File: src/rtl/udp_rx_noc_msg_builder_if.sv
`default_nettype none
// ============================================================================
// Module   : udp_rx_noc_msg_builder_if
// Purpose  : Bundles the three handshake channels of the UDP RX NoC message
//            builder: datagram info, payload flit stream and NoC output.
// Ports    : none (interface). Modports:
//              slave  - the message builder's view
//              master - the surrounding environment (upstream + NoC router)
// Revision : 1.0 - initial release
// ============================================================================
interface udp_rx_noc_msg_builder_if #(
  parameter int NOC_DATA_W   = 512,
  parameter int IP_ADDR_W    = 32,
  parameter int PORT_NUM_W   = 16,
  parameter int UDP_LENGTH_W = 16
);
  // datagram info channel
  logic                    info_val;
  logic [IP_ADDR_W-1:0]    info_src_ip;
  logic [IP_ADDR_W-1:0]    info_dst_ip;
  logic [PORT_NUM_W-1:0]   info_src_port;
  logic [PORT_NUM_W-1:0]   info_dst_port;
  logic [UDP_LENGTH_W-1:0] info_data_length;
  logic                    info_rdy;
  // payload flit channel
  logic                    payload_val;
  logic [NOC_DATA_W-1:0]   payload_data;
  logic                    payload_rdy;
  // NoC output channel
  logic                    noc_val;
  logic [NOC_DATA_W-1:0]   noc_data;
  logic                    noc_rdy;

  modport slave (
    input  info_val, info_src_ip, info_dst_ip, info_src_port, info_dst_port,
           info_data_length, payload_val, payload_data, noc_rdy,
    output info_rdy, payload_rdy, noc_val, noc_data
  );

  modport master (
    output info_val, info_src_ip, info_dst_ip, info_src_port, info_dst_port,
           info_data_length, payload_val, payload_data, noc_rdy,
    input  info_rdy, payload_rdy, noc_val, noc_data
  );
endinterface
`default_nettype wire

File: src/rtl/udp_rx_noc_msg_builder.sv
`default_nettype none
// ============================================================================
// Module   : udp_rx_noc_msg_builder
// Purpose  : Last stage of the UDP RX path. Turns one parsed datagram (info
//            beat + payload flits) into a NoC message: header flit, metadata
//            flit carrying an RX timestamp, then ceil(len/BYTES) payload flits.
// Ports    : clk, rst_n          - clock, asynchronous active-low reset
//            src_x, src_y        - this tile's coordinates (static)
//            dst_x, dst_y        - destination tile coordinates (static)
//            bus (slave modport) - info, payload and NoC handshake channels
// Revision : 1.0 - initial release
// ============================================================================
module udp_rx_noc_msg_builder #(
  parameter int NOC_DATA_W      = 512,
  parameter int IP_ADDR_W       = 32,
  parameter int PORT_NUM_W      = 16,
  parameter int UDP_LENGTH_W    = 16,
  parameter int MSG_TIMESTAMP_W = 64,
  parameter int XY_W            = 8,
  parameter int MSG_LEN_W       = 8
) (
  input  wire logic            clk,
  input  wire logic            rst_n,
  input  wire logic [XY_W-1:0] src_x,
  input  wire logic [XY_W-1:0] src_y,
  input  wire logic [XY_W-1:0] dst_x,
  input  wire logic [XY_W-1:0] dst_y,
  udp_rx_noc_msg_builder_if.slave bus
);

  localparam int BYTES      = NOC_DATA_W / 8;
  localparam int BYTE_SHIFT = $clog2(BYTES);
  // one extra bit so a 65535-byte datagram does not overflow the rounding add
  localparam int FLIT_CNT_W = UDP_LENGTH_W + 1;
  localparam int HDR_W      = 4 * XY_W + MSG_LEN_W;
  localparam int META_W     = 2 * IP_ADDR_W + 2 * PORT_NUM_W + UDP_LENGTH_W
                              + MSG_TIMESTAMP_W;

  localparam logic [1:0] ST_IDLE = 2'd0;
  localparam logic [1:0] ST_HDR  = 2'd1;
  localparam logic [1:0] ST_META = 2'd2;
  localparam logic [1:0] ST_DATA = 2'd3;

  logic [1:0]                 r_state;
  logic [MSG_TIMESTAMP_W-1:0] r_ts_cnt;
  logic [MSG_TIMESTAMP_W-1:0] r_ts;
  logic [IP_ADDR_W-1:0]       r_src_ip;
  logic [IP_ADDR_W-1:0]       r_dst_ip;
  logic [PORT_NUM_W-1:0]      r_src_port;
  logic [PORT_NUM_W-1:0]      r_dst_port;
  logic [UDP_LENGTH_W-1:0]    r_len;
  logic [FLIT_CNT_W-1:0]      r_data_flits;
  logic [FLIT_CNT_W-1:0]      r_flit_cnt;

  logic [FLIT_CNT_W-1:0]      w_data_flits;
  logic [MSG_LEN_W-1:0]       w_msg_len;
  logic [NOC_DATA_W-1:0]      w_hdr;
  logic [NOC_DATA_W-1:0]      w_meta;
  logic                       w_last_flit;

  // ceil(len / BYTES)
  assign w_data_flits = ({1'b0, bus.info_data_length} + FLIT_CNT_W'(BYTES - 1))
                        >> BYTE_SHIFT;

  // message length counts the metadata flit; wider values are truncated
  assign w_msg_len = MSG_LEN_W'(r_data_flits) + MSG_LEN_W'(1);

  assign w_hdr  = {dst_x, dst_y, w_msg_len, src_x, src_y,
                   {(NOC_DATA_W - HDR_W){1'b0}}};
  assign w_meta = {r_src_ip, r_dst_ip, r_src_port, r_dst_port, r_len, r_ts,
                   {(NOC_DATA_W - META_W){1'b0}}};

  assign w_last_flit = ((r_flit_cnt + FLIT_CNT_W'(1)) == r_data_flits);

  // Outputs decode straight from state so an async reset drops noc_val at once.
  always_comb begin
    bus.info_rdy    = 1'b0;
    bus.payload_rdy = 1'b0;
    bus.noc_val     = 1'b0;
    bus.noc_data    = '0;
    case (r_state)
      ST_IDLE: bus.info_rdy = 1'b1;
      ST_HDR: begin
        bus.noc_val  = 1'b1;
        bus.noc_data = w_hdr;
      end
      ST_META: begin
        bus.noc_val  = 1'b1;
        bus.noc_data = w_meta;
      end
      ST_DATA: begin
        bus.noc_val     = bus.payload_val;
        bus.noc_data    = bus.payload_data;
        bus.payload_rdy = bus.noc_rdy;
      end
      default: ;
    endcase
  end

  always_ff @(posedge clk or negedge rst_n) begin
    if (!rst_n) begin
      r_state      <= ST_IDLE;
      r_ts_cnt     <= '0;
      r_ts         <= '0;
      r_src_ip     <= '0;
      r_dst_ip     <= '0;
      r_src_port   <= '0;
      r_dst_port   <= '0;
      r_len        <= '0;
      r_data_flits <= '0;
      r_flit_cnt   <= '0;
    end else begin
      r_ts_cnt <= r_ts_cnt + MSG_TIMESTAMP_W'(1);
      case (r_state)
        ST_IDLE: begin
          if (bus.info_val) begin
            r_src_ip     <= bus.info_src_ip;
            r_dst_ip     <= bus.info_dst_ip;
            r_src_port   <= bus.info_src_port;
            r_dst_port   <= bus.info_dst_port;
            r_len        <= bus.info_data_length;
            r_ts         <= r_ts_cnt;
            r_data_flits <= w_data_flits;
            r_state      <= ST_HDR;
          end
        end
        ST_HDR: begin
          if (bus.noc_rdy) r_state <= ST_META;
        end
        ST_META: begin
          if (bus.noc_rdy) begin
            r_flit_cnt <= '0;
            r_state    <= (r_data_flits != '0) ? ST_DATA : ST_IDLE;
          end
        end
        ST_DATA: begin
          if (bus.payload_val && bus.noc_rdy) begin
            if (w_last_flit) begin
              r_flit_cnt <= '0;
              r_state    <= ST_IDLE;
            end else begin
              r_flit_cnt <= r_flit_cnt + FLIT_CNT_W'(1);
            end
          end
        end
        default: r_state <= ST_IDLE;
      endcase
    end
  end

endmodule
`default_nettype wire

File: src/flat_wrapper.sv
// flat-port wrapper written by rule: the top's interface ports become plain ports
module udp_rx_noc_msg_builder_flat 
#(
  parameter int NOC_DATA_W      = 512,
  parameter int IP_ADDR_W       = 32,
  parameter int PORT_NUM_W      = 16,
  parameter int UDP_LENGTH_W    = 16,
  parameter int MSG_TIMESTAMP_W = 64,
  parameter int XY_W            = 8,
  parameter int MSG_LEN_W       = 8
)
  (clk, rst_n, src_x, src_y, dst_x, dst_y, bus_info_val, bus_info_src_ip, bus_info_dst_ip, bus_info_src_port, bus_info_dst_port, bus_info_data_length, bus_payload_val, bus_payload_data, bus_noc_rdy, bus_info_rdy, bus_payload_rdy, bus_noc_val, bus_noc_data);
  udp_rx_noc_msg_builder_if #(.NOC_DATA_W(NOC_DATA_W), .IP_ADDR_W(IP_ADDR_W), .PORT_NUM_W(PORT_NUM_W), .UDP_LENGTH_W(UDP_LENGTH_W)) bus_i ();
  input  wire logic clk;
  input  wire logic rst_n;
  input  wire logic [XY_W-1:0] src_x;
  input  wire logic [XY_W-1:0] src_y;
  input  wire logic [XY_W-1:0] dst_x;
  input  wire logic [XY_W-1:0] dst_y;
  input wire logic [$bits(bus_i.info_val)-1:0] bus_info_val;
  input wire logic [$bits(bus_i.info_src_ip)-1:0] bus_info_src_ip;
  input wire logic [$bits(bus_i.info_dst_ip)-1:0] bus_info_dst_ip;
  input wire logic [$bits(bus_i.info_src_port)-1:0] bus_info_src_port;
  input wire logic [$bits(bus_i.info_dst_port)-1:0] bus_info_dst_port;
  input wire logic [$bits(bus_i.info_data_length)-1:0] bus_info_data_length;
  input wire logic [$bits(bus_i.payload_val)-1:0] bus_payload_val;
  input wire logic [$bits(bus_i.payload_data)-1:0] bus_payload_data;
  input wire logic [$bits(bus_i.noc_rdy)-1:0] bus_noc_rdy;
  output wire logic [$bits(bus_i.info_rdy)-1:0] bus_info_rdy;
  output wire logic [$bits(bus_i.payload_rdy)-1:0] bus_payload_rdy;
  output wire logic [$bits(bus_i.noc_val)-1:0] bus_noc_val;
  output wire logic [$bits(bus_i.noc_data)-1:0] bus_noc_data;
  assign bus_i.info_val = bus_info_val;
  assign bus_i.info_src_ip = bus_info_src_ip;
  assign bus_i.info_dst_ip = bus_info_dst_ip;
  assign bus_i.info_src_port = bus_info_src_port;
  assign bus_i.info_dst_port = bus_info_dst_port;
  assign bus_i.info_data_length = bus_info_data_length;
  assign bus_i.payload_val = bus_payload_val;
  assign bus_i.payload_data = bus_payload_data;
  assign bus_i.noc_rdy = bus_noc_rdy;
  assign bus_info_rdy = bus_i.info_rdy;
  assign bus_payload_rdy = bus_i.payload_rdy;
  assign bus_noc_val = bus_i.noc_val;
  assign bus_noc_data = bus_i.noc_data;
  udp_rx_noc_msg_builder #(.NOC_DATA_W(NOC_DATA_W), .IP_ADDR_W(IP_ADDR_W), .PORT_NUM_W(PORT_NUM_W), .UDP_LENGTH_W(UDP_LENGTH_W), .MSG_TIMESTAMP_W(MSG_TIMESTAMP_W), .XY_W(XY_W), .MSG_LEN_W(MSG_LEN_W)) u_core (.clk(clk), .rst_n(rst_n), .src_x(src_x), .src_y(src_y), .dst_x(dst_x), .dst_y(dst_y), .bus(bus_i));
endmodule
File: config.mk
export PLATFORM = sky130hd
export DESIGN_NAME = udp_rx_noc_msg_builder_flat
export DESIGN_NICKNAME = d
export VERILOG_FILES = /design/src/rtl/udp_rx_noc_msg_builder_if.sv /design/src/rtl/udp_rx_noc_msg_builder.sv /design/src/flat_wrapper.sv
export SDC_FILE = /design/constraint.sdc
export NUM_CORES = 1
export LEC_CHECK = 0
export CAP_MARGIN = 20
export CORE_AREA = 2 2 454 456
export CTS_BUF_LIST = sky130_fd_sc_hd__clkbuf_2
export DETAILED_ROUTE_END_ITERATION = 16
export DIE_AREA = 0 0 456 458
export PLACE_DENSITY = 0.3
export SLEW_MARGIN = 20
export SYNTH_ARGS = -nofsm -noshare
export SYNTH_HDL_FRONTEND = slang
export SYNTH_SLANG_ARGS = --single-unit
File: constraint.sdc
create_clock -name clk -period 4.2 [get_ports clk]
set_input_delay 0.63 -clock clk [delete_from_list [all_inputs] [get_ports clk]]
set_output_delay 0.63 -clock clk [all_outputs]
set_load 0.02 [all_outputs]
# ---- Yosys cells after proc, flatten, opt, wreduce, memory -nomap -nowiden
# Index checks and enable logic that the tools add are counted.
dict set report classes {
  add_sub_neg 4
  muxes 15
  eq_ne 9
  reduce_logical 8
}
# op count
set ops {}
lappend ops {{512-bit case mux with 3 select lines} 1}
lappend ops {{64-bit by 1-bit adder with 64-bit output, second input constant} 1}
lappend ops {{17-bit two-way mux} 3}
lappend ops {{17-bit case mux with 2 select lines} 1}
lappend ops {{16-bit by 6-bit adder with 17-bit output, second input constant} 1}
lappend ops {{17-bit by 1-bit adder with 17-bit output, second input constant} 1}
lappend ops {{17-bit by 11-bit equality test with 1-bit output} 1}
lappend ops {{17-bit nonzero test} 1}
lappend ops {{2-bit two-way mux} 6}
lappend ops {{8-bit by 1-bit adder with 8-bit output, second input constant} 1}
lappend ops {{2-bit case mux with 4 select lines} 1}
lappend ops {{2-bit inequality test, second input constant} 3}
lappend ops {{5-bit AND reduction} 1}
lappend ops {{2-bit equality test, second input constant} 2}
lappend ops {{2-bit by 1-bit inequality test with 1-bit output, second input constant} 2}
lappend ops {{3-bit AND reduction} 1}
lappend ops {{2-bit by 1-bit equality test with 1-bit output, second input constant} 1}
lappend ops {{2-bit zero test} 1}
lappend ops {{1-bit two-way mux} 2}
lappend ops {{1-bit case mux with 2 select lines} 1}
lappend ops {{2-bit AND reduction} 1}
lappend ops {{2-bit nonzero test} 1}
lappend ops {{2-bit OR reduction} 1}
lappend ops {{1-bit logical AND} 1}
dict set report totals {
  output_inout_bits 515
  in_bits 661
  reg_bits 270
}

# ---- Longest topological paths before layout
# Gate-level depths: netlist (run 1).
dict set report logic_depth {
  ltp_word 5
  mapped_depth 10
  ltp_nobuf 8
}

# ---- Worst setup path before layout (run 1)
# No wires, ideal clock.
dict set report synth_path {
  path_type {register to register}
  from {register u_core.r_flit_cnt[0]}
  to {register u_core.r_flit_cnt[5]}
  setup_ps 128
  arrival_time_ps 2555
  synth_period_minus_slack_ps 2683
  path_stages_with_launch 10
  n_path_buf 1
  path_slack_ps 1517
  cell_sequence {dfrtp_1 > ha_1 > nand3_1 > nor4_2 > or4_1 > a221o_1 > a2111o_1 > buf_2 > a31oi_1 > o22ai_1}
}
dict set report synth_between {
  elab_chain_len 5
}
# item line_no
set synth_rtl {}
lappend synth_rtl {{from (decl)} udp_rx_noc_msg_builder.sv:53} ;# logic [FLIT_CNT_W-1:0] r_flit_cnt;
lappend synth_rtl {{from (signal assigned)} udp_rx_noc_msg_builder.sv:142} ;# r_flit_cnt <= r_flit_cnt + FLIT_CNT_W'(1);
lappend synth_rtl {{17-bit by 1-bit adder with 17-bit output (*)} {udp_rx_noc_msg_builder.sv:73, udp_rx_noc_msg_builder.sv:142}}
lappend synth_rtl {{17-bit by 11-bit equality test with 1-bit output} udp_rx_noc_msg_builder.sv:73} ;# assign w_last_flit = ((r_flit_cnt + FLIT_CNT_W'(1)) == r_data_flits);
lappend synth_rtl {{17-bit two-way mux (*)} udp_rx_noc_msg_builder.sv:138} ;# if (w_last_flit) begin
lappend synth_rtl {{17-bit two-way mux (*)} udp_rx_noc_msg_builder.sv:137} ;# if (bus.payload_val && bus.noc_rdy) begin
lappend synth_rtl {{17-bit case mux with 2 select lines (*)} udp_rx_noc_msg_builder.sv:114} ;# case (r_state)
# Mark *: on every way between the ends. The rest lies on a longest branch, timed or not. The select of a mux whose other input is x is not followed.
# A chain may end at the register's enable or synchronous reset.

# ---- Worst setup path after layout (run 1)
dict set report layout_path {
  from {register u_core.r_state[1]}
  to {output bus_noc_data[509]}
}
dict set report layout_between {
  elab_chain_len 2
  elab_cells_between_ends 4
}
# item line_no
set layout_rtl {}
lappend layout_rtl {{from (decl)} udp_rx_noc_msg_builder.sv:44} ;# logic [1:0] r_state;
lappend layout_rtl {{from (signal assigned)} udp_rx_noc_msg_builder.sv:133} ;# r_state <= (r_data_flits != '0) ? ST_DATA : ST_IDLE;
lappend layout_rtl {{2-bit equality test / 2-bit by 1-bit equality test with 1-bit output (equally long branches)} udp_rx_noc_msg_builder.sv:81} ;# case (r_state)
lappend layout_rtl {{512-bit case mux with 3 select lines (*)} udp_rx_noc_msg_builder.sv:81}
lappend layout_rtl {{to (decl)} flat_wrapper.sv:32} ;# output wire logic [$bits(bus_i.noc_data)-1:0] bus_noc_data;
# Mark *: on every way between the ends. The rest lies on a longest branch, timed or not.

==> metrics.md, run 1 <==
| Metric | Value |
|---|---|
| First drt pass iteration count | `6` |
| Clock Path Buffers | `3` |
| Starting DRT DRC Count | `935` |
| Yosys reg bits | `270` |
| P_sw | `8820 uW` |
| Post-detail-place hpwl | `131 mm` |
| EDFF count, synth | `0` |
| RePlAce Congestion | `0.936` |
| Starting Density | `7.89%` |
| Placed cells | `5458` |
| Post-Route Utilization | `16.4%` |
| CTS Sinks | `270` |
| Max-slew violations | `0` |
| Sequential Power Share | `21.4%` |
| Largest family of logic cells by synthesized area | `simple AND/OR/NAND/NOR gates` |
| Ys async rst share | `100%` |
| Reg-to-reg startpoint | `u_core.r_flit_cnt[0]$_DFFE_PN0P_` |
| # IOs | `1176` |
| Distinct cells, synth | `55` |
| Crit path largest cell delay | `0.58 ns` |
| Hold endpoint | `u_core.r_state[1]$_DFFE_PN0P_` |
| CTS Root Cell | `clkbuf_2` |
| Die width | `456 um` |
| Final setup fails | `0` |
| Drt drc | `0` |
| Synth Area in Adders | `0.623%` |
| Clock-pin slew on the worst setup and hold paths | `0.08 ns` |
| Peak Freq | `259 MHz` |
| Clk pwr share | `13.0%` |
| Initial antenna violation count | `159` |
| Largest net degree at the start of global routing | `130` |
| Die area | `209000 um2` |
| H-tree Lvls | `3` |
| Crit path depth | `7` |
| CP Capture Type | `output port` |
| CP max FO | `24` |
| Post-synthesis simple-gate area fraction | `25.0%` |
| Outcome | `finished, final reports clean` |
| Sw frac | `49.0%` |
| Max-Cap Viols | `0` |
| Worst-Skew Late Latency | `1.27 ns` |
| Buf/Inv on CP | `4` |
| WP data required | `3.57 ns` |
| WL per Instance | `27.1 um` |
| Worst-margin pin slew | `1.08 ns` |
| Synth Area per Inst | `9.46 um2` |
| Unrepaired setup endpoints after global routing | `false` |
| RR Endpoint | `u_core.r_state[1]$_DFFE_PN0P_` |
| Worst Path Arrival | `3.24 ns` |
| Setup TNS | `0 ns` |
| Worst slew margin | `28.0%` |
| Yosys warns | `0` |
| Syn Std Cell Area | `16100 um2` |
| CP cell instances | `ha_4 > buf_12 > buf_12 > buf_16 > a222oi_1 > nor2_1 > buf_4` |
| First-pass GRT wire length | `201 mm` |
| Setup crit start kind | `flop` |
| Top cell by count, worst path | `buf_12` |
| Hold Violations, Final | `0` |
| Sequential element share of the synthesized area | `42.1%` |
| Vias in the first global route | `20181` |
| Hold path cells | `6` |
| HP Start | `bus_info_val` |
| Share of layout cells above drive strength 1 | `14.1%` |
| Vias | `19202` |
| Syn_nets | `2368` |
| WL final | `157 mm` |
| Final std cells w/o fill | `5798` |
| Comb pwr share | `65.6%` |
| Dominant synthesized flop cell | `dfrtp_1` |
| Power density over the cells | `540 nW/um2` |
| Skew final | `0.127 ns` |
| Number of port buffers | `1175` |
| Synth Instances | `1699` |
| Crit path max-delay family | `buffers and inverters` |
| Setup CP Type | `reg -> out` |
| R2R setup slack | `0.99 ns` |
| Worst hold path class | `in -> reg` |
| Tcrit/Tclk final | `92.1%` |
| Crit-path slowest cell | `a222oi_1` |
| ANT nets after route | `0` |
| Die span in y | `458 um` |
| Core Region | `204000 um2` |
| Leakage | `0.0145 uW` |
| Compound-Gate Fraction of Synth Area | `11.6%` |
| Site row count | `166` |
| CTS tree | `built` |
| Crit path launch | `u_core.r_state[1]$_DFFE_PN0P_` |
| R2r worst-path depth | `8` |
| Nets | `3676` |
| Global route overflow | `0` |
| Post-Synth XOR/XNOR Area | `4.74%` |
| Fillers | `22975` |
| Total CTS buffers | `88` |
| DR vias/cell | `3.31` |
| Multiplexer share of the synthesized area | `12.1%` |
| Crit path time final | `3.87 ns` |
| Int Power | `9190 uW` |
| Total track usage | `14.5%` |
| Peak VDD IR | `0.337 mV` |
| Area grow syn2layout | `108%` |
==> kinds of logic (layout without fill, tap and decap cells) <==
group	after synthesis	count (layout)
xor+xnor	87	87
mux	173	173
compound gates	242	242
other cells	0	41
flops	270	270
fa+ha+maj	8	8
simple gates	754	754
buf+inv	165	1535
==> cell usage in the layout (no fill, tap or decap), types with 20 or more instances in the layout <==
cell / netlist / final
a22oi_1: 136 / 136
buf_12: 0 / 26
a222oi_1: 40 / 40
xnor2_1: 61 / 61
dfrtp_1: 270 / 264
inv_1: 24 / 23
xor2_1: 26 / 26
dlygate4sd3_1: 0 / 117
nand3_1: 47 / 47
buf_4: 0 / 42
nor2_1: 204 / 204
clkdlybuf4s50_1: 0 / 768
mux2_2: 169 / 169
clkbuf_2: 1 / 126
dlygate4sd2_1: 0 / 365
o21ai_0: 26 / 26
nand2_1: 79 / 78
and3_1: 20 / 20
and2_1: 342 / 337
diode_2: 0 / 41
==> cell usage after synthesis (all sizes together), types with 2 or more instances <==
cell type | instances | area [um2]
and2 | 342 | 2140
dfrtp | 270 | 6760
nor2 | 204 | 766
mux2 | 170 | 1920
a22oi | 136 | 1020
clkbuf | 122 | 459
nand2 | 79 | 297
xnor2 | 61 | 534
nand3 | 48 | 253
a222oi | 40 | 400
o21ai | 26 | 130
xor2 | 26 | 228
inv | 24 | 90.1
and3 | 20 | 125
buf | 19 | 78.8
nand4 | 19 | 134
and4 | 9 | 80.1
ha | 8 | 100
nor3 | 8 | 40.0
a21oi | 7 | 35.0
or4 | 7 | 52.6
a31oi | 6 | 37.5
nor4 | 6 | 43.8
o311ai | 4 | 35.0
a2111o | 3 | 33.8
a211o | 3 | 26.3
mux2i | 3 | 30.0
nand2b | 3 | 18.8
o211ai | 3 | 22.5
or3 | 3 | 18.8
o22ai | 2 | 12.5
o31ai | 2 | 15.0
o41ai | 2 | 17.5
==> what timing repair did <==
item                                   4_1_cts  5_1_grt
pin swaps                                   16        2
hold buffers                               118        0
gates cloned                                 4        0
setup buffers                               23        2
endpoints found under the hold margin      392        0
gates resized for setup                    472        3
setup endpoints to repair                  512        4
==> power by group through the flow <==
stage	Combinational, uW	Clock [uW]	Sequential [uW]
3_5_place_dp	12000	0	3920
5_1_grt	12600	2670	3930
2_1_floorplan	5860	0	3550
4_1_cts	12200	2570	3880
3_3_place_gp	12100	0	3920
6_report	11800	2340	3850
==> final cells by class <==
type / instances / area, um2 / area share [%]
Clock buffer: 126 / 631 / 1.89
Clock inverter: 26 / 160 / 0.480
Sequential cell: 270 / 6760 / 20.3
Timing Repair Buffer: 1359 / 13500 / 40.5
Multi-Input combinational cell: 1264 / 8750 / 26.2
Tap cell: 2688 / 3360 / 10.1
Antenna cell: 41 / 103 / 0.307
Inverter: 24 / 90.1 / 0.270
==> worst max path at each step <==
stage                                        to  slack, ns
2_1_floorplan  u_core.r_flit_cnt[5]$_DFFE_PN0P_       1.52
3_3_place_gp                  bus_noc_data[395]       0.84
3_5_place_dp                  bus_noc_data[395]       0.86
4_1_cts                       bus_noc_data[402]      -0.15
5_1_grt                       bus_noc_data[257]      0.004
6_report                      bus_noc_data[509]       0.33
==> state kept, by name (all words and copies together) (netlist names) <==
signal	count
u_core.r_ts	64
u_core.r_ts_cnt	64
u_core.r_dst_ip	32
u_core.r_src_ip	32
u_core.r_flit_cnt	17
u_core.r_dst_port	16
u_core.r_len	16
u_core.r_src_port	16
u_core.r_data_flits	11
u_core.r_state	2
==> per-layer routing <==
metal	part of all wire (%)	vias up	wire length, um	track usage (%)
met5	0.11	-	178	0
met4	4.6	30	7230	5.99
met3	6.9	353	10800	4.34
met2	56	930	88600	29.2
met1	32	9257	50500	13.4
li1	-	8632	-	-
==> per-stage QoR <==
step / setup slack, ns / area [um2] / hold WS (ns) / power, uW
after floorplan: 1.52 / 16100 / 0.334 / 9410
after global placement: 0.836 / 31200 / 0.461 / 16000
after detailed placement: 0.855 / 31200 / 0.464 / 16000
after CTS: -0.153 / 33300 / 0.00382 / 18600
after global routing: 0.00363 / 33400 / 0.204 / 19200
final: 0.332 / 33400 / 0.401 / 18000
==> tightest hold or removal path, delay by kind of cell <==
| kind | cells | cell delay (ns) |
|---|---|---|
| buf+inv | 2 | 0.59 |
| compound gates | 3 | 0.30 |
| simple gates | 1 | 0.07 |
Note: power is estimated with default switching activity, not from simulation.
==> run 2: changes to the inputs <==
--- a/config.mk
+++ b/config.mk
@@ -10,6 +10,7 @@
 export CTS_BUF_LIST = sky130_fd_sc_hd__clkbuf_2
 export DETAILED_ROUTE_END_ITERATION = 16
 export DIE_AREA = 0 0 456 458
+export GPL_ROUTABILITY_DRIVEN = 1
 export PLACE_DENSITY = 0.3
 export SLEW_MARGIN = 20
 export SYNTH_ARGS = -nofsm -noshare
==> results of run 2 <==
The final DEF is identical to that of run 1; final timing and power are the same.
